`src/rtl/fetch_ifid_if.sv`:
```
`default_nettype none
// ============================================================================
// Module   : fetch_ifid_if
// Purpose  : Instruction-memory request/response bus between the fetch
//            stage (master) and the multi-cycle instruction memory (slave).
// Revision : 1.0 - initial release
// ============================================================================
interface fetch_ifid_if;
  logic        imem_req;    // request, held until imem_done
  logic [15:0] imem_addr;   // fetch address, stable while imem_req
  logic [15:0] imem_rdata;  // instruction, valid with imem_done
  logic        imem_done;   // access complete

  modport master (
    output imem_req,
    output imem_addr,
    input  imem_rdata,
    input  imem_done
  );

  modport slave (
    input  imem_req,
    input  imem_addr,
    output imem_rdata,
    output imem_done
  );
endinterface
`default_nettype wire

```
`src/rtl/fetch_ifid.sv`:
```
`default_nettype none
// ============================================================================
// Module   : fetch_ifid
// Purpose  : Instruction-fetch stage plus IF/ID pipeline register for the
//            16-bit five-stage pipeline. Owns the PC, drives the multi-cycle
//            instruction memory and presents instruction / PC+2 to decode.
//            Optional feature macro: FETCH_HALT_DETECT_EN (stop fetching
//            once an opcode 5'b00000 instruction reaches IF/ID).
// Revision : 1.0 - initial release
// ============================================================================
module fetch_ifid #(
  parameter logic [15:0] RESET_PC  = 16'h0000,
  parameter logic [15:0] NOP_INSTR = 16'h0800
) (
  input  logic         clk,
  input  logic         rst,
  input  logic         PCwriteEn,
  input  logic         IFIDwriteEn,
  input  logic         redirect,
  input  logic [15:0]  redirect_pc,
  fetch_ifid_if.master imem,
  output logic [15:0]  ifid_instr,
  output logic [15:0]  ifid_pc2,
  output logic         ifid_valid,
  output logic         fetch_busy
);

  // --------------------------------------------------------------------------
  // State encoding
  // --------------------------------------------------------------------------
  localparam logic [1:0] c_stFetch = 2'd0;  // request outstanding to memory
  localparam logic [1:0] c_stHold  = 2'd1;  // fetched word parked, decode stalled
  localparam logic [1:0] c_stHalt  = 2'd2;  // halt opcode seen, fetch stopped

  // --------------------------------------------------------------------------
  // Registers
  // --------------------------------------------------------------------------
  logic [1:0]  r_state;
  logic [15:0] r_pc;
  logic [15:0] r_bufInstr;
  logic [15:0] r_bufPc2;
  logic        r_pend;
  logic [15:0] r_pendPc;
  logic        r_reqActive;  // current request has already been up >= 1 cycle
  logic [15:0] r_ifidInstr;
  logic [15:0] r_ifidPc2;
  logic        r_ifidValid;

  // --------------------------------------------------------------------------
  // Combinational signals
  // --------------------------------------------------------------------------
  logic [1:0]  w_stateNext;
  logic [15:0] w_pcNext;
  logic [15:0] w_bufInstrNext;
  logic [15:0] w_bufPc2Next;
  logic        w_pendNext;
  logic [15:0] w_pendPcNext;
  logic        w_reqActiveNext;
  logic [15:0] w_ifidInstrNext;
  logic [15:0] w_ifidPc2Next;
  logic        w_ifidValidNext;

  logic        w_req;        // request line as seen by memory
  logic        w_done;       // a response we actually accept
  logic        w_adv;        // both hazard enables high: pipeline may advance
  logic        w_redirNow;   // redirect effective at a completing access
  logic [15:0] w_pcPlus2;
  logic        w_haltRdata;  // word arriving from memory is a halt
  logic        w_haltBuf;    // parked word is a halt

  assign w_adv     = PCwriteEn & IFIDwriteEn;
  assign w_pcPlus2 = r_pc + 16'd2;
  assign w_req     = (r_state == c_stFetch) & ~rst;

  // A response is only taken once the request has been visible for a full
  // cycle; this drops a stray completion left over from an access that a
  // reset cut short, and the first cycle of every new address.
  assign w_done     = w_req & imem.imem_done & r_reqActive;
  assign w_redirNow = redirect | r_pend;

`ifdef FETCH_HALT_DETECT_EN
  assign w_haltRdata = (imem.imem_rdata[15:11] == 5'b00000);
  assign w_haltBuf   = (r_bufInstr[15:11] == 5'b00000);
`else
  assign w_haltRdata = 1'b0;
  assign w_haltBuf   = 1'b0;
`endif

  // --------------------------------------------------------------------------
  // State register
  // --------------------------------------------------------------------------
  always_ff @(posedge clk) begin
    if (rst) begin
      r_state <= c_stFetch;
    end else begin
      r_state <= w_stateNext;
    end
  end

  // --------------------------------------------------------------------------
  // Next-state logic
  // --------------------------------------------------------------------------
  always_comb begin
    w_stateNext = r_state;
    case (r_state)
      c_stFetch: begin
        if (w_done && !w_redirNow) begin
          if (!w_adv) begin
            w_stateNext = c_stHold;
          end else if (w_haltRdata) begin
            w_stateNext = c_stHalt;
          end
        end
      end
      c_stHold: begin
        if (redirect) begin
          w_stateNext = c_stFetch;
        end else if (w_adv) begin
          w_stateNext = w_haltBuf ? c_stHalt : c_stFetch;
        end
      end
      c_stHalt: begin
        if (redirect) begin
          w_stateNext = c_stFetch;
        end
      end
      default: w_stateNext = c_stFetch;
    endcase
  end

  // --------------------------------------------------------------------------
  // Datapath next values: PC, hold buffer, deferred redirect and IF/ID
  // --------------------------------------------------------------------------
  always_comb begin
    w_pcNext        = r_pc;
    w_bufInstrNext  = r_bufInstr;
    w_bufPc2Next    = r_bufPc2;
    w_pendNext      = r_pend;
    w_pendPcNext    = r_pendPc;
    w_ifidInstrNext = r_ifidInstr;
    w_ifidPc2Next   = r_ifidPc2;
    w_ifidValidNext = r_ifidValid;
    // Same address stays on the bus next cycle unless this cycle completes it.
    w_reqActiveNext = w_req & ~w_done;

    case (r_state)
      c_stFetch: begin
        if (!w_done) begin
          // Memory is still busy: remember the latest redirect, it is applied
          // when the in-flight access finishes.
          if (redirect) begin
            w_pendNext   = 1'b1;
            w_pendPcNext = redirect_pc;
          end
          if (IFIDwriteEn) begin
            w_ifidInstrNext = NOP_INSTR;
            w_ifidPc2Next   = 16'h0000;
            w_ifidValidNext = 1'b0;
          end
        end else if (w_redirNow) begin
          // Fetched word belongs to the wrong path: drop it and refetch.
          w_pcNext   = redirect ? redirect_pc : r_pendPc;
          w_pendNext = 1'b0;
          if (IFIDwriteEn) begin
            w_ifidInstrNext = NOP_INSTR;
            w_ifidPc2Next   = 16'h0000;
            w_ifidValidNext = 1'b0;
          end
        end else if (w_adv) begin
          w_ifidInstrNext = imem.imem_rdata;
          w_ifidPc2Next   = w_pcPlus2;
          w_ifidValidNext = 1'b1;
          w_pcNext        = w_pcPlus2;
        end else begin
          // Decode is stalled: park the word instead of refetching it later.
          w_bufInstrNext = imem.imem_rdata;
          w_bufPc2Next   = w_pcPlus2;
          if (IFIDwriteEn) begin
            w_ifidInstrNext = NOP_INSTR;
            w_ifidPc2Next   = 16'h0000;
            w_ifidValidNext = 1'b0;
          end
        end
      end
      c_stHold: begin
        if (redirect) begin
          w_pcNext = redirect_pc;
        end else if (w_adv) begin
          w_ifidInstrNext = r_bufInstr;
          w_ifidPc2Next   = r_bufPc2;
          w_ifidValidNext = 1'b1;
          w_pcNext        = w_pcPlus2;
        end else if (IFIDwriteEn) begin
          w_ifidInstrNext = NOP_INSTR;
          w_ifidPc2Next   = 16'h0000;
          w_ifidValidNext = 1'b0;
        end
      end
      c_stHalt: begin
        if (redirect) begin
          w_pcNext = redirect_pc;
        end else if (IFIDwriteEn) begin
          w_ifidInstrNext = NOP_INSTR;
          w_ifidPc2Next   = 16'h0000;
          w_ifidValidNext = 1'b0;
        end
      end
      default: begin
        w_pcNext = r_pc;
      end
    endcase

    // A flush always wins over a decode stall.
    if (redirect) begin
      w_ifidInstrNext = NOP_INSTR;
      w_ifidPc2Next   = 16'h0000;
      w_ifidValidNext = 1'b0;
    end
  end

  // --------------------------------------------------------------------------
  // Datapath registers
  // --------------------------------------------------------------------------
  always_ff @(posedge clk) begin
    if (rst) begin
      r_pc        <= RESET_PC;
      r_bufInstr  <= NOP_INSTR;
      r_bufPc2    <= 16'h0000;
      r_pend      <= 1'b0;
      r_pendPc    <= 16'h0000;
      r_reqActive <= 1'b0;
      r_ifidInstr <= NOP_INSTR;
      r_ifidPc2   <= 16'h0000;
      r_ifidValid <= 1'b0;
    end else begin
      r_pc        <= w_pcNext;
      r_bufInstr  <= w_bufInstrNext;
      r_bufPc2    <= w_bufPc2Next;
      r_pend      <= w_pendNext;
      r_pendPc    <= w_pendPcNext;
      r_reqActive <= w_reqActiveNext;
      r_ifidInstr <= w_ifidInstrNext;
      r_ifidPc2   <= w_ifidPc2Next;
      r_ifidValid <= w_ifidValidNext;
    end
  end

  // --------------------------------------------------------------------------
  // Outputs
  // --------------------------------------------------------------------------
  always_comb begin
    imem.imem_req  = w_req;
    imem.imem_addr = r_pc;
    fetch_busy     = w_req & ~imem.imem_done;
    ifid_instr     = r_ifidInstr;
    ifid_pc2       = r_ifidPc2;
    ifid_valid     = r_ifidValid;
  end

endmodule
`default_nettype wire

```
`src/flat_wrapper.sv`:
```
// flat-port wrapper written by rule: the top's interface ports become plain ports
module fetch_ifid_flat 
#(
  parameter logic [15:0] RESET_PC  = 16'h0000,
  parameter logic [15:0] NOP_INSTR = 16'h0800
)
  (clk, rst, PCwriteEn, IFIDwriteEn, redirect, redirect_pc, ifid_instr, ifid_pc2, ifid_valid, fetch_busy, imem_imem_req, imem_imem_addr, imem_imem_rdata, imem_imem_done);
  fetch_ifid_if imem_i ();
  input  logic clk;
  input  logic rst;
  input  logic PCwriteEn;
  input  logic IFIDwriteEn;
  input  logic redirect;
  input  logic [15:0] redirect_pc;
  output logic [15:0] ifid_instr;
  output logic [15:0] ifid_pc2;
  output logic ifid_valid;
  output logic fetch_busy;
  output wire logic [$bits(imem_i.imem_req)-1:0] imem_imem_req;
  output wire logic [$bits(imem_i.imem_addr)-1:0] imem_imem_addr;
  input wire logic [$bits(imem_i.imem_rdata)-1:0] imem_imem_rdata;
  input wire logic [$bits(imem_i.imem_done)-1:0] imem_imem_done;
  assign imem_imem_req = imem_i.imem_req;
  assign imem_imem_addr = imem_i.imem_addr;
  assign imem_i.imem_rdata = imem_imem_rdata;
  assign imem_i.imem_done = imem_imem_done;
  fetch_ifid #(.RESET_PC(RESET_PC), .NOP_INSTR(NOP_INSTR)) u_core (.clk(clk), .rst(rst), .PCwriteEn(PCwriteEn), .IFIDwriteEn(IFIDwriteEn), .redirect(redirect), .redirect_pc(redirect_pc), .imem(imem_i), .ifid_instr(ifid_instr), .ifid_pc2(ifid_pc2), .ifid_valid(ifid_valid), .fetch_busy(fetch_busy));
endmodule
```
`config.mk`:
```
export PLATFORM = sky130hd
export DESIGN_NAME = fetch_ifid_flat
export DESIGN_NICKNAME = d
export VERILOG_FILES = /design/src/rtl/fetch_ifid_if.sv /design/src/rtl/fetch_ifid.sv /design/src/flat_wrapper.sv
export SDC_FILE = /design/constraint.sdc
export NUM_CORES = 1
export LEC_CHECK = 0
export BUFFER_PORTS_ARGS = -buffer_cell sky130_fd_sc_hd__buf_2
export CAP_MARGIN = 5
export CORE_MARGIN = 3
export CORE_UTILIZATION = 45
export CTS_BUF_LIST = sky130_fd_sc_hd__clkbuf_4 sky130_fd_sc_hd__clkbuf_8 sky130_fd_sc_hd__clkbuf_16
export DETAILED_ROUTE_END_ITERATION = 6
export PLACE_DENSITY_LB_ADDON = 0.05
export RECOVER_POWER = 100
export SLEW_MARGIN = 20
export SYNTH_ARGS = -nofsm -noshare
export SYNTH_HDL_FRONTEND = slang
export SYNTH_SLANG_ARGS = --single-unit
```
`constraint.sdc`:
```
create_clock -name clk -period 1.9 [get_ports clk]
set_input_delay 0.285 -clock clk [delete_from_list [all_inputs] [get_ports clk]]
set_output_delay 0.285 -clock clk [all_outputs]
set_load 0.05 [all_outputs]
```
==> results, run 1 <==
- The netlist uses 52 different library cells.
- Synthesis produced 557 cells.
- The horizontal die dimension is about 110 um.
- In this run the number of cells on the critical path is 6.
- Setup violations remaining at the end of the flow were counted as 0.
- The flow ran to the end, and the final reports show no timing, DRC or antenna violations.
- STA classifies the critical path endpoint as a flip-flop.
- TritonCTS built the clock tree.
- The top cell types in the final layout, fill and taps aside, are 93 x sky130_fd_sc_hd__nand2_1, 93 x sky130_fd_sc_hd__dfxtp_1, 64 x sky130_fd_sc_hd__nor2_1, 59 x sky130_fd_sc_hd__a21oi_1, 48 x sky130_fd_sc_hd__clkbuf_1.
- Across all register-to-register paths, the minimum setup slack is 0.08 ns.
- The repair_antennas step left the layout with diodes totalling 0.
- Counting the fill cells in the layout gives 963.
- The count of cells in the finished layout, fillers not included, comes to 782.
- The worst hold path begins at imem_imem_rdata[8].
- Across the routed clock network, the largest skew measured is between 0.01 and 0.015 ns.
- The worst hold-check path type is input pin to flip-flop.
- The Yosys step of the flow raised 0 warnings.
- The ratio of routed vias to standard cells is 5.638.
- The slew at the pin closest to its max-slew limit is 0.6295 ns.
- The finished cells cover 5435 um^2.
- The die covers 11250 um^2.
- The areal power density over the cells is 762.7 nW/um^2.
- The cell count of the worst hold path is 3.
- The number of search-and-repair iterations in the first detailed-routing pass is 6.
- The prevailing post-synth register cell is sky130_fd_sc_hd__dfxtp_1.
- For this run, the slowest stage of the critical path takes 0.39 ns.
- Of all cell types, the one taking the most synthesized area is sky130_fd_sc_hd__dfxtp_1.
- Counting flops with a built-in enable in the synthesized netlist gives 0.
- The worst setup path is launched from a flip-flop.
- After detailed routing, the average wire length per cell comes to ~16 um.
- The launch point of the worst reg-to-reg path is u_core.imem.imem_addr[2].
- The wire-length estimate of the detail-placed layout is 8925 um.
- The buffer cell driving the clock tree root is sky130_fd_sc_hd__clkbuf_8.
- The standard cell core area is 9503 um^2.
- The initial antenna violation count came to 0.
- The highest clock frequency the design can meet is 548.4 MHz.
- The post-placement cell count is 760.
- The clock-pin slew on the worst setup and hold paths is 0.11 ns.
- In this run the worst path has a maximum fanout of 8.
- The completed layout was analyzed and its total power is 4.146 mW.
- The critical path contains buffers and inverters numbering 0 combined.
- The share of synthesized area occupied by flip-flops and latches is 44.44%.
- The largest buffer count on any clock path is 2.
- The total wirelength of the detailed-routed design is approximately 13000 um.
- The mean instance size in the synthesized netlist is 8.087 um^2.
- The number of nets in the finished design is a little under 700.
- The number of DRC markers in iteration 0 is 343.
- During I/O placement, the number of pins put on the boundary was between 80 and 90.
- The share of layout cells above drive strength 1 is 18.99%.
- The smallest clock period supported by the final layout is computed as 1.824 ns.
- In this run the remaining antenna-violating nets after routing total 0.
- Of the post-synthesis cell area, the dominant cell type holds between 40% and 50%.
- The pin count of the biggest net entering global routing is 48.
- Counting every net in the synthesized netlist gives 596.
- Counting cells, the worst reg-to-reg path comes to 6.
- Relative to the synthesized area, the layout overhead comes to 20.67%.
- The effective utilization at floorplan is 47.40%.
- The number of global-route vias before repair is ~4.0k.
- The number of clock sinks seen by CTS is 100.
- Global routing consumed, over all layers together, 22.00% of the routing resources.
- The mapped netlist covers 4504 um^2.
- The worst-case headroom to the max-slew limit is 58.21%.
- By area the synthesized netlist is led by sky130_fd_sc_hd__dfxtp_1 44%, sky130_fd_sc_hd__nand2_1 7.9%, sky130_fd_sc_hd__a21oi_1 6.6%.
- The number of pins with negative max-slew slack in the final report is 0.
- The count of buffers added on input and output ports is between 80 and 90.
- The worst reg2reg path endpoint is u_core.ifid_pc2[9].
- Buffers inserted during clock tree synthesis total 9.
- The endpoint of the worst hold path is u_core.r_bufInstr[8].
- The count of endpoints failing hold in the final timing report is 0.
- The worst supply voltage drop on vdd is 0.4302 mV.
- Counting flops and latches in the post-synthesis netlist gives 100.
- The leakage component of the power is about 1.9 nW.
- The insertion delay of the later-clocked pin in the worst-skew pair is roughly 0.37 ns.
- The placement-stage cell area is about 5200 um^2.
- The worst path uses approximately 96% of the clock period.
- The category of cells accounting for the largest share of critical-path delay is simple AND/OR/NAND/NOR gates.
- The floorplan has 35 rows.
- From bottom edge to top edge, the die measures ~110 um.
- The final route contains 4409 vias.
- The last weighted congestion value of the routability-driven placer is 0.8736.
- Data on the critical path arrives at its endpoint at 2.09 ns.
- The first global-routing pass estimated 20220 um of wire.
- The H-tree was split into 3 levels.
- The cell type of the slowest stage on the worst timing path is sky130_fd_sc_hd__nor3_1.
- Across the run, the number of max-cap violations was 0.
- At the worst endpoint, the required time is 2.17 ns.
- The total overflow left after global routing is 0.
- The setup path with the least slack is of type flip-flop to flip-flop.
- The critical path goes through ha_1 > nand3_2 > nor3_1 > xor2_1 > a222oi_1 > nor2_1.
- After detailed routing, the number of remaining DRC violations is 0.
- The utilization after layout is between 50% and 60%.
- The share of async-settable or async-resettable flops after synthesis is 0%.
- Setup repair after global routing could not meet its margin everywhere.
==> worst register-to-register path, stage by stage, from the launching register on <==
cell                       delay, ns
sky130_fd_sc_hd__dfxtp_2        0.38
sky130_fd_sc_hd__ha_1           0.21
sky130_fd_sc_hd__nand3_2        0.21
sky130_fd_sc_hd__nor3_1         0.39
sky130_fd_sc_hd__xor2_1         0.16
sky130_fd_sc_hd__a222oi_1       0.33
sky130_fd_sc_hd__nor2_1         0.06
==> cells in the mapped netlist (all sizes together), types with 4 or more instances <==
cell type and count:
a221oi 4, xnor2 6, nand4 4, nand2b 5
nand3 26, dfxtp 100, nor4 6, a22oi 8
nand2 96, nor2 66, nor3 21, buf 26
clkbuf 20, a211oi 9, a222oi 28, o21ai 22
inv 9, xor2 9, a21oi 60
==> area by class of cell <==
| cell class | count | area (um^2) | share of cell area [%] |
|---|---|---|---|
| Multi-Input combinational cell | 402 | 2282 | 41.99 |
| Sequential cell | 100 | 2013 | 37.04 |
| Timing Repair Buffer | 126 | 723.2 | 13.31 |
| Tap cell | 129 | 161.4 | 2.970 |
| Clock buffer | 9 | 123.9 | 2.279 |
| Clock inverter | 7 | 93.84 | 1.727 |
| Inverter | 9 | 37.54 | 0.6906 |
==> flip-flops by register name, summed over array words and instances (netlist names) <==
| signal | cells |
|---|---|
| u_core.ifid_instr | 16 |
| u_core.ifid_pc2 | 16 |
| u_core.ifid_valid | 1 |
| u_core.imem.imem_addr | 16 |
| u_core.r_bufInstr | 16 |
| u_core.r_bufPc2 | 16 |
| u_core.r_pend | 1 |
| u_core.r_pendPc | 16 |
| u_core.r_reqActive | 1 |
| u_core.r_state | 1 |
==> through the flow <==
stage / worst slack (ns) / TNS (ns) / hold slack [ns]
after detailed placement: 0.003820 / 0 / 0.4463
after CTS: 0.02483 / 0 / 0.1446
after floorplan: -0.07781 / -0.07781 / 0.3737
final: 0.07649 / 0 / 0.1506
after global routing: -0.01766 / -0.01766 / 0.1520
after global placement: 0.03588 / 0 / 0.4370
==> repair_timing <==
item / in CTS / in global routing
pin swaps: 0 / 1
setup endpoints to repair: 2 / 23
gates resized for setup: 1 / 7
hold buffers: 0 / 0
buffers inserted: 0 / 6
==> layer usage <==
layer	global-route usage (%)	wire length, um	vias up
li1	-	-	2179
met1	31.30	5976	2087
met2	35.47	5929	132
met3	2.975	727	11
met4	5.180	120	0
met5	0	0	-
==> how the worst max path moves through the flow <==
stage / to / slack (ns) / startpoint
final: u_core.ifid_pc2[9] / 0.08 / u_core.imem.imem_addr[2]
after global routing: u_core.ifid_pc2[13] / -0.02 / u_core.imem.imem_addr[2]
after CTS: u_core.ifid_pc2[10] / 0.02 / u_core.imem.imem_addr[1]
after detailed placement: u_core.ifid_pc2[9] / 0.004 / u_core.imem.imem_addr[2]
after floorplan: u_core.ifid_pc2[15] / -0.08 / u_core.imem.imem_addr[8]
after global placement: u_core.ifid_pc2[10] / 0.04 / u_core.imem.imem_addr[1]
==> where the power goes <==
group / internal (mW) / switching [mW]
logic: 0.162 / 0.325
registers: 2.14 / 0.0468
clock network: 0.646 / 0.822
total: 2.95 / 1.19
==> kinds of logic (layout without fill, tap and decap cells) <==
family | count (synthesis) | count (layout) | synth area share (%)
adders and majority gates | 1 | 1 | 0.2777
buffers and inverters | 55 | 151 | 5.472
DFF | 100 | 100 | 44.44
AOI/OAI and AO/OA | 147 | 147 | 22.00
and+or+nand+nor | 239 | 239 | 24.89
xor gates and xnor gates | 15 | 15 | 2.917
Power figures use the tool's default switching activity.
==> run 2, diff against run 1 <==
--- a/config.mk
+++ b/config.mk
@@ -5,6 +5,7 @@
 export SDC_FILE = /design/constraint.sdc
 export NUM_CORES = 1
 export LEC_CHECK = 0
+export ABC_AREA = 1
 export BUFFER_PORTS_ARGS = -buffer_cell sky130_fd_sc_hd__buf_2
 export CAP_MARGIN = 5
 export CORE_MARGIN = 3
==> run 2 against run 1 <==
Total power decreased by 3.0%. First-iteration DRC count decreased by 27%. Final area about the same. Critical path depth increased by 3. Worst hold slack better by 0.00085 ns. Largest power group unchanged.
==> results, run 2 <==
- The last weighted congestion value of the routability-driven placer is 0.9011.
- CTS built an H-tree with a depth of 3.
- In this run the power spent charging and discharging nets is between 1 and 1.5 mW.
- The data arrival time of the critical path is 2.01 ns.
- The post-layout minimum cycle time is 1.748 ns.
- The number of synthesized flops with an enable pin is 0.
- The worst hold-check path type is input pin to flip-flop.
- Setup violations remaining at the end of the flow were counted as 0.
- The standard cell core area is 9955 um^2.
- After synthesis, the most frequently instantiated cells are 132 x sky130_fd_sc_hd__nand2_1, 100 x sky130_fd_sc_hd__dfxtp_1, 81 x sky130_fd_sc_hd__nor2_1, 71 x sky130_fd_sc_hd__a21oi_1, 69 x sky130_fd_sc_hd__o21ai_0.
- The synthesized-area fraction occupied by ao, oa, aoi and oai cells is 23.17%.
- The worst-path maximum fanout is 6.
- The multiplexer area fraction after synthesis is 0%.
- Across all layers, the routed design uses 4658 vias.
- The share of async-settable or async-resettable flops after synthesis is 0%.
- For this run the aggregate overflow at the end of global routing stands at 0.
- The element type at the critical path end is a flip-flop.
- The flow ran to the end, and the final reports show no timing, DRC or antenna violations.
- The net count of the mapped netlist is 702.
- The initial utilization of the core area, before any placement, comes to around 47%.
- After synthesis, the largest family of logic cells by area is simple AND/OR/NAND/NOR gates.
- The insertion delay of the later-clocked pin in the worst-skew pair is around 0.37 ns.
- The portion of the clock cycle consumed by the worst path in the final layout is 92.02%.
- In this run the power density over the cells is around 740 nW/um^2.
- In this run, the clock network consumes 33.9% of the power.
- The count of nets left with antenna violations once routing finished came out at 0.
- The horizontal die dimension is 108.2 um.
- After clock tree synthesis, the setup repair step added 0 buffers.
- The count of endpoints failing hold in the final timing report is 0.
- Of the cells placed in the final design, the portion with a size suffix greater than 1 is between 10% and 20%.
- In the synthesized netlist, the number of instances is 663.
- The biggest area consumer among synthesized cells is sky130_fd_sc_hd__dfxtp_1.
- The initial antenna violation count was 0.
- Counting instances, the worst hold path has a depth of 3.
- The worst-case headroom to the max-slew limit is 56.41%.
- The total number of placement rows is 36.
- The number of global-route vias before repair is 4521.
- The setup clock skew after layout is 0.008157 ns.
- The wire length per cell is 15.02 um.
- The library cell used most frequently in the layout, excluding fill and tap cells, is sky130_fd_sc_hd__nand2_1.
- Among all cell types in the netlist, the one instantiated most often is sky130_fd_sc_hd__nand2_1.
- The area share of the largest cell type after synthesis is between 40% and 50%.
- Wires add up to approximately 13000 um.
- Entering global routing, the biggest net connects 48 pins.
- The I/O pin count is between 80 and 90.
- The setup path with the least slack is of type flip-flop to flip-flop.
- After Yosys synthesis, full adders, half adders and majority gates account for 0.2663% of the synthesized area.
- In this run the cell area of the synthesized design comes to 4698 um^2.
- The number of DRC markers in iteration 0 is approximately 250.
- Global routing used 23.45% of the available tracks.
- The sequential share of power is 54.4%.
- Sequential elements use 42.61% of the synthesized area.
- Each instance of the synthesized netlist takes up on average 7.086 um^2.
- After clock tree synthesis, the clock-pin slew on the worst setup and hold paths is 0.10 ns.
- The synthesized netlist devotes less than 1% of its cell area to XOR and XNOR gates.
- Counting every sink on the clock net gives 100.
- The data required time of the critical path is 2.16 ns.
- The pre-antenna-repair detailed-routing pass consisted of 4 iterations.
- In the routed design, unresolved DRC markers number 0.
- The floorplan step set the die height to roughly 110 um.
- Sorting the synthesized cells by area gives the leading types as sky130_fd_sc_hd__dfxtp_1 43%, sky130_fd_sc_hd__nand2_1 11%, sky130_fd_sc_hd__a21oi_1 7.6%.
- The share of power burned in combinational logic is 11.7%.
- The ratio of routed vias to standard cells is 5.275.
- The count of cell types in the netlist is 35.
- The number of pins with negative max-slew slack in the final report is 0.
- Adding up every negative setup slack in the final design gives 0 ns.
- The switching share of power is 27.69%.
- Cell internal power was estimated by the tool at 2.908 mW.
- The wire-length estimate of the detail-placed layout is 9632 um.
- The slew at the pin closest to its max-slew limit is roughly 0.66 ns.
- Clock tree synthesis inserted a total of 9 buffers.
- Setup repair after global routing left no endpoint under its margin.
- Clock tree synthesis selected as its root buffer the cell sky130_fd_sc_hd__clkbuf_8.
- Max-cap violations in this run came to 0.
- The synthesized design contains 100 register bits.
- The completed layout was analyzed and its total power is 4.022 mW.
- The top cell types in the final layout, fill and taps aside, are 133 x sky130_fd_sc_hd__nand2_1, 97 x sky130_fd_sc_hd__dfxtp_1, 81 x sky130_fd_sc_hd__nor2_1, 71 x sky130_fd_sc_hd__a21oi_1, 69 x sky130_fd_sc_hd__o21ai_0.
- During placement, the flow inserted port buffers numbering 88.
- The worst-case IR drop observed on VDD is approximately 0.35 mV.
- For this run, the number of Yosys warnings is 0.
- In this run the static leakage power is 2.175 nW.
- The floorplan step defined a die boundary enclosing 11700 um^2.
- The largest buffer count on any clock path is 2.
- Derived from the worst setup path, the maximum achievable clock frequency is 572.0 MHz.
- The CTS tree is built.
- The simple-gate share of the synthesized area is 24.02%.
- The signed area change from the synthesized netlist to the final layout is 15.58%.
- The number of nets in the finished design is 786.
- STA classifies the critical path startpoint as a flip-flop.
- The antenna diode count is 0.
- The first global-routing pass estimated 21820 um of wire.
- The worst register-to-register path has a depth of 9.
- The prevailing post-synth register cell is sky130_fd_sc_hd__dfxtp_1.
## run 2: cell count changes after synthesis, moves of 17 or more
cell	previous run	this run
sky130_fd_sc_hd__o21ai_0	20	69
sky130_fd_sc_hd__inv_1	9	54
sky130_fd_sc_hd__nand2_1	95	132
sky130_fd_sc_hd__a222oi_1	28	0
sky130_fd_sc_hd__a22oi_1	8	29
sky130_fd_sc_hd__nor2_1	64	81
## run 2: layout make-up
| class | instances | area, um^2 |
|---|---|---|
| inverters | 61 | 234.0 |
| clock buffers | 9 | 123.9 |
| flip-flops and latches | 100 | 2006 |
| repair buffers | 110 | 574.3 |
| fillers | 1063 | 4524 |
| multi-input cells | 465 | 2262 |
| well taps | 133 | 166.4 |
| clock inverters | 5 | 63.81 |
## run 2: metal layers
layer  global-route usage, %  up-vias  wire [um]
li1                        -     2368          -
met1                   31.66     2150       6238
met2                   38.77      127       6253
met3                   2.866       13        573
met4                   8.206        0        202
met5                       0        -          0
## run 2: metrics by stage
step,hold WS [ns],instance area (um^2),worst slack (ns),utilization (%),std cells
2_1_floorplan,0.3936,4701,0.1486,-,663
3_3_place_gp,0.4341,5313,0.1315,53.37,869
3_5_place_dp,0.4432,5313,0.08615,53.37,869
4_1_cts,0.1398,5500,0.04608,55.25,883
5_1_grt,0.1472,5430,0.02803,54.55,883
6_report,0.1514,5430,0.1516,54.55,883
## run 2: cell families after synthesis
family                   Yosys count
AND/OR/NAND/NOR                  267
buffers and inverters             98
adder cells (fa/ha/maj)            1
flip-flops                       100
XOR/XNOR                           4
AO/OA/AOI/OAI                    193
## run 2: power by group through the flow
stage | combinational, mW | clock [mW] | sequential, mW
6_report | 0.471 | 1.36 | 2.19
5_1_grt | 0.527 | 1.49 | 2.19
4_1_cts | 0.476 | 1.40 | 2.19
3_5_place_dp | 0.474 | 0 | 2.23
3_3_place_gp | 0.470 | 0 | 2.23
2_1_floorplan | 0.280 | 0 | 2.26
## run 2: critical path, stage by stage, from the launching register on
cell and delay [ns]:
sky130_fd_sc_hd__dfxtp_2 0.41, sky130_fd_sc_hd__ha_1 0.23, sky130_fd_sc_hd__nand3_1 0.15, sky130_fd_sc_hd__nor2_2 0.18
sky130_fd_sc_hd__xor2_1 0.29, sky130_fd_sc_hd__o21ai_0 0.13, sky130_fd_sc_hd__nand2_1 0.08, sky130_fd_sc_hd__nand2_1 0.06
sky130_fd_sc_hd__nand2_1 0.05, sky130_fd_sc_hd__nand2_1 0.05
## run 2: worst paths after layout
check | from | to | slack, ns
setup / recovery | u_core.imem.imem_addr[2] | u_core.imem.imem_addr[7] | 0.15
hold / removal | imem_imem_rdata[8] | u_core.r_bufInstr[8] | 0.15
setup reg to reg | u_core.imem.imem_addr[2] | u_core.imem.imem_addr[7] | 0.15
hold reg to reg | u_core.r_pendPc[5] | u_core.r_pendPc[5] | 0.46
## run 2: what timing repair did
item	4_1_cts	5_1_grt
setup endpoints to repair	0	27
resized for setup	0	2
hold buffers	0	0
==> run 3, diff against run 2 <==
--- a/config.mk
+++ b/config.mk
@@ -9,10 +9,10 @@
 export BUFFER_PORTS_ARGS = -buffer_cell sky130_fd_sc_hd__buf_2
 export CAP_MARGIN = 5
 export CORE_MARGIN = 3
-export CORE_UTILIZATION = 45
+export CORE_UTILIZATION = 40
 export CTS_BUF_LIST = sky130_fd_sc_hd__clkbuf_4 sky130_fd_sc_hd__clkbuf_8 sky130_fd_sc_hd__clkbuf_16
 export DETAILED_ROUTE_END_ITERATION = 6
-export PLACE_DENSITY_LB_ADDON = 0.05
+export PLACE_DENSITY_LB_ADDON = 0.2
 export RECOVER_POWER = 100
 export SLEW_MARGIN = 20
 export SYNTH_ARGS = -nofsm -noshare
==> run 3 against run 2 <==
Utilization fell by 4.9 points. Maximum frequency is 1.6% lower. Flip-flop and latch count is the same. Via count increased by 1.2%. Final cell count rose by 0.91%. First-iteration DRC count is 30% higher. Routed wire length increased by 1.7%. Sequential power about the same. Critical endpoint is now u_core.imem.imem_addr[13]. Worst setup slack worse by 0.029 ns. Clock power increased by 41%. Total power grew 14%. Global-route usage decreased by 2.3 points.
==> results, run 3 (synthesized netlist as in run 2, its figures left out) <==
- Counting instances, the worst hold path has a depth of 3.
- The insertion delay of the later-clocked pin in the worst-skew pair is 0.35 ns.
- The cell sitting at the root of the clock tree is a sky130_fd_sc_hd__clkbuf_16.
- The worst supply voltage drop on vdd is 0.5669 mV.
- The wire length per cell is 15.15 um.
- The initial antenna violation count is 0.
- After layout, the minimum clock period comes to 1.778 ns.
- The count of nets left with antenna violations after detail routing is 0.
- The endpoint of the worst hold path is u_core.r_bufInstr[10].
- STA classifies the critical path startpoint as a flip-flop.
- CTS saw 100 sinks.
- The worst-path maximum fanout is 6.
- From bottom edge to top edge, the die measures 114.4 um.
- Summed over all nets, the half-perimeter wirelength after detailed placement is 9822 um.
- The count of buffers from port buffering is 88.
- In this run the core area contains 38 standard-cell rows.
- The leakage component of the power is 2.225 nW.
- The worst reg2reg path endpoint is u_core.imem.imem_addr[13].
- The I/O pin count is 89.
- The share of layout cells above drive strength 1 is 12.52%.
- The effective utilization at floorplan is between 40% and 50%.
- The areal power density over the cells is 823.7 nW/um^2.
- After global routing the overflow that remains totals 0.
- The critical path class is flip-flop to flip-flop.
- The worst register-to-register path has a depth of 10.
- The accumulated negative setup slack is 0 ns.
- The worst register-to-register path has a setup slack of ~0.12 ns.
- The origin of the worst min-delay path is imem_imem_rdata[10].
- For the worst setup path, the data arrival time is 2.01 ns.
- Leaving out fill and tap cells, the most frequent cell in the layout is sky130_fd_sc_hd__nand2_1.
- The setup clock skew after layout is between 0.009 and 0.01 ns.
- The CTS tree is built.
- Power comes to 4.566 mW.
- Entering global routing, the biggest net connects 48 pins.
- Before antenna repair, the detailed router went through 5 iterations.
- The number of max-cap violations is 0.
- The total area inside the core boundary comes to 11170 um^2.
- The total wirelength of the detailed-routed design is 13500 um.
- After clock tree synthesis, the flow added hold-fix buffers numbering 0.
- The number of global-route vias before repair is 4458.
- The ratio of routed vias to standard cells is 5.293.
- The number of failing setup endpoints in the final timing report is 0.
- The number of H-tree branching levels is 3.
- TritonCTS created 9 clock buffers.
- The signed area change from the synthesized netlist to the final layout is 17.98%.
- The count of endpoints failing hold in the final timing report is 0.
- After routing the design area is roughly 5500 um^2.
- The element type at the critical path end is a flip-flop.
- Derived from the worst setup path, the maximum achievable clock frequency is 562.6 MHz.
- The antenna diode count is 0.
- The first global-routing pass estimated 22100 um of wire.
- The clock-pin slew on the worst setup and hold paths is 0.07 ns.
- The number of pins with negative max-slew slack in the final report came to 0.
- Leaving out fill and tap cells, the most frequent cells in the layout are 133 x sky130_fd_sc_hd__nand2_1, 97 x sky130_fd_sc_hd__dfxtp_1, 81 x sky130_fd_sc_hd__nor2_1, 71 x sky130_fd_sc_hd__a21oi_1, 69 x sky130_fd_sc_hd__o21ai_0.
- Summing all placed instances gives a cell area of 5301 um^2.
- The startpoint identified for the worst register-to-register timing path is u_core.imem.imem_addr[2].
- The aggregate global-route resource usage is 21.12%.
- Data on the critical path is required at its endpoint by roughly 2.1 ns.
- The number of nets in the finished design is 785.
- The die covers 13080 um^2.
- The flow ran to the end, and the final reports show no timing, DRC or antenna violations.
- In this run the tightest slew margin relative to its limit is 56.08%.
- The utilization after layout is between 40% and 50%.
- Timing analysis after detailed placement gives a worst setup slack of 0.04310 ns.
- In this run the deepest clock path goes through 2 buffers.
- The final worst slack is 0.1224 ns.
- For this block, the initial DRC count from the detailed router was 326.
- The die is 114.4 um wide.
- For the pin with the worst max-slew slack, the measured transition is ~0.66 ns.
- The total number of vias is 4716.
- The number of DRC violations after detailed routing is 0.
- The last weighted congestion value of the routability-driven placer is approximately 0.9.
- The worst hold-check path type is input pin to flip-flop.
- In the finished design, the share of the clock period the worst path needs comes to 93.56%.
## run 3: metrics by stage
| stage | instances | hold slack [ns] |
|---|---|---|
| after floorplan | 663 | 0.3936 |
| after global placement | 875 | 0.4331 |
| after detailed placement | 875 | 0.4416 |
| after CTS | 891 | 0.1708 |
| after global routing | 891 | 0.1763 |
| final | 891 | 0.1757 |
## run 3: cell type report
cell class              count  area [um^2]
flip-flops and latches    100         2006
fillers                  1175         5630
clock buffers              12        254.0
well taps                 140        175.2
multi-input cells         465         2261
clock inverters             4        55.05
repair buffers            109        558.0
inverters                  61        234.0
## run 3: metal layers
metal  track usage (%)  vias up  wire, um
li1                  -     2376         -
met1             28.18     2207      6363
met2             34.00      117      6207
met3             5.021       16       723
met4             6.334        0       206
met5                 0        -         0
## run 3: critical path: stages, from the launching register on
cell and delay, ns:
sky130_fd_sc_hd__dfxtp_2 0.41, sky130_fd_sc_hd__ha_2 0.24, sky130_fd_sc_hd__nand3_1 0.16, sky130_fd_sc_hd__nor2_4 0.18
sky130_fd_sc_hd__nand2_1 0.08, sky130_fd_sc_hd__inv_1 0.11, sky130_fd_sc_hd__nand2_1 0.10, sky130_fd_sc_hd__nand3_1 0.11
sky130_fd_sc_hd__nand2_1 0.07, sky130_fd_sc_hd__a21oi_1 0.14, sky130_fd_sc_hd__nor2_1 0.05
## run 3: worst max path at each step
stage                                         from                        end  slack, ns
after global placement    u_core.imem.imem_addr[2]  u_core.imem.imem_addr[13]       0.07
final                     u_core.imem.imem_addr[2]  u_core.imem.imem_addr[13]       0.12
after CTS                 u_core.imem.imem_addr[2]  u_core.imem.imem_addr[13]       0.03
after detailed placement  u_core.imem.imem_addr[2]  u_core.imem.imem_addr[13]       0.04
after global routing      u_core.imem.imem_addr[2]        u_core.r_bufPc2[15]    -0.0006
after floorplan                  u_core.r_state[0]        u_core.r_pendPc[10]       0.15
## run 3: power breakdown
part	leakage [nW]	switching, mW	total, mW	internal, mW
Clock	0.151	0.824	1.92	1.10
Combinational	1.26	0.315	0.459	0.144
Sequential	0.813	0.0336	2.19	2.15
Total	2.22	1.17	4.57	3.39
## run 3: repair_timing
item,in CTS,in global routing
hold endpoints to repair,0,0
endpoints found under the setup margin,0,8
resized for setup,0,5
setup buffers,0,0
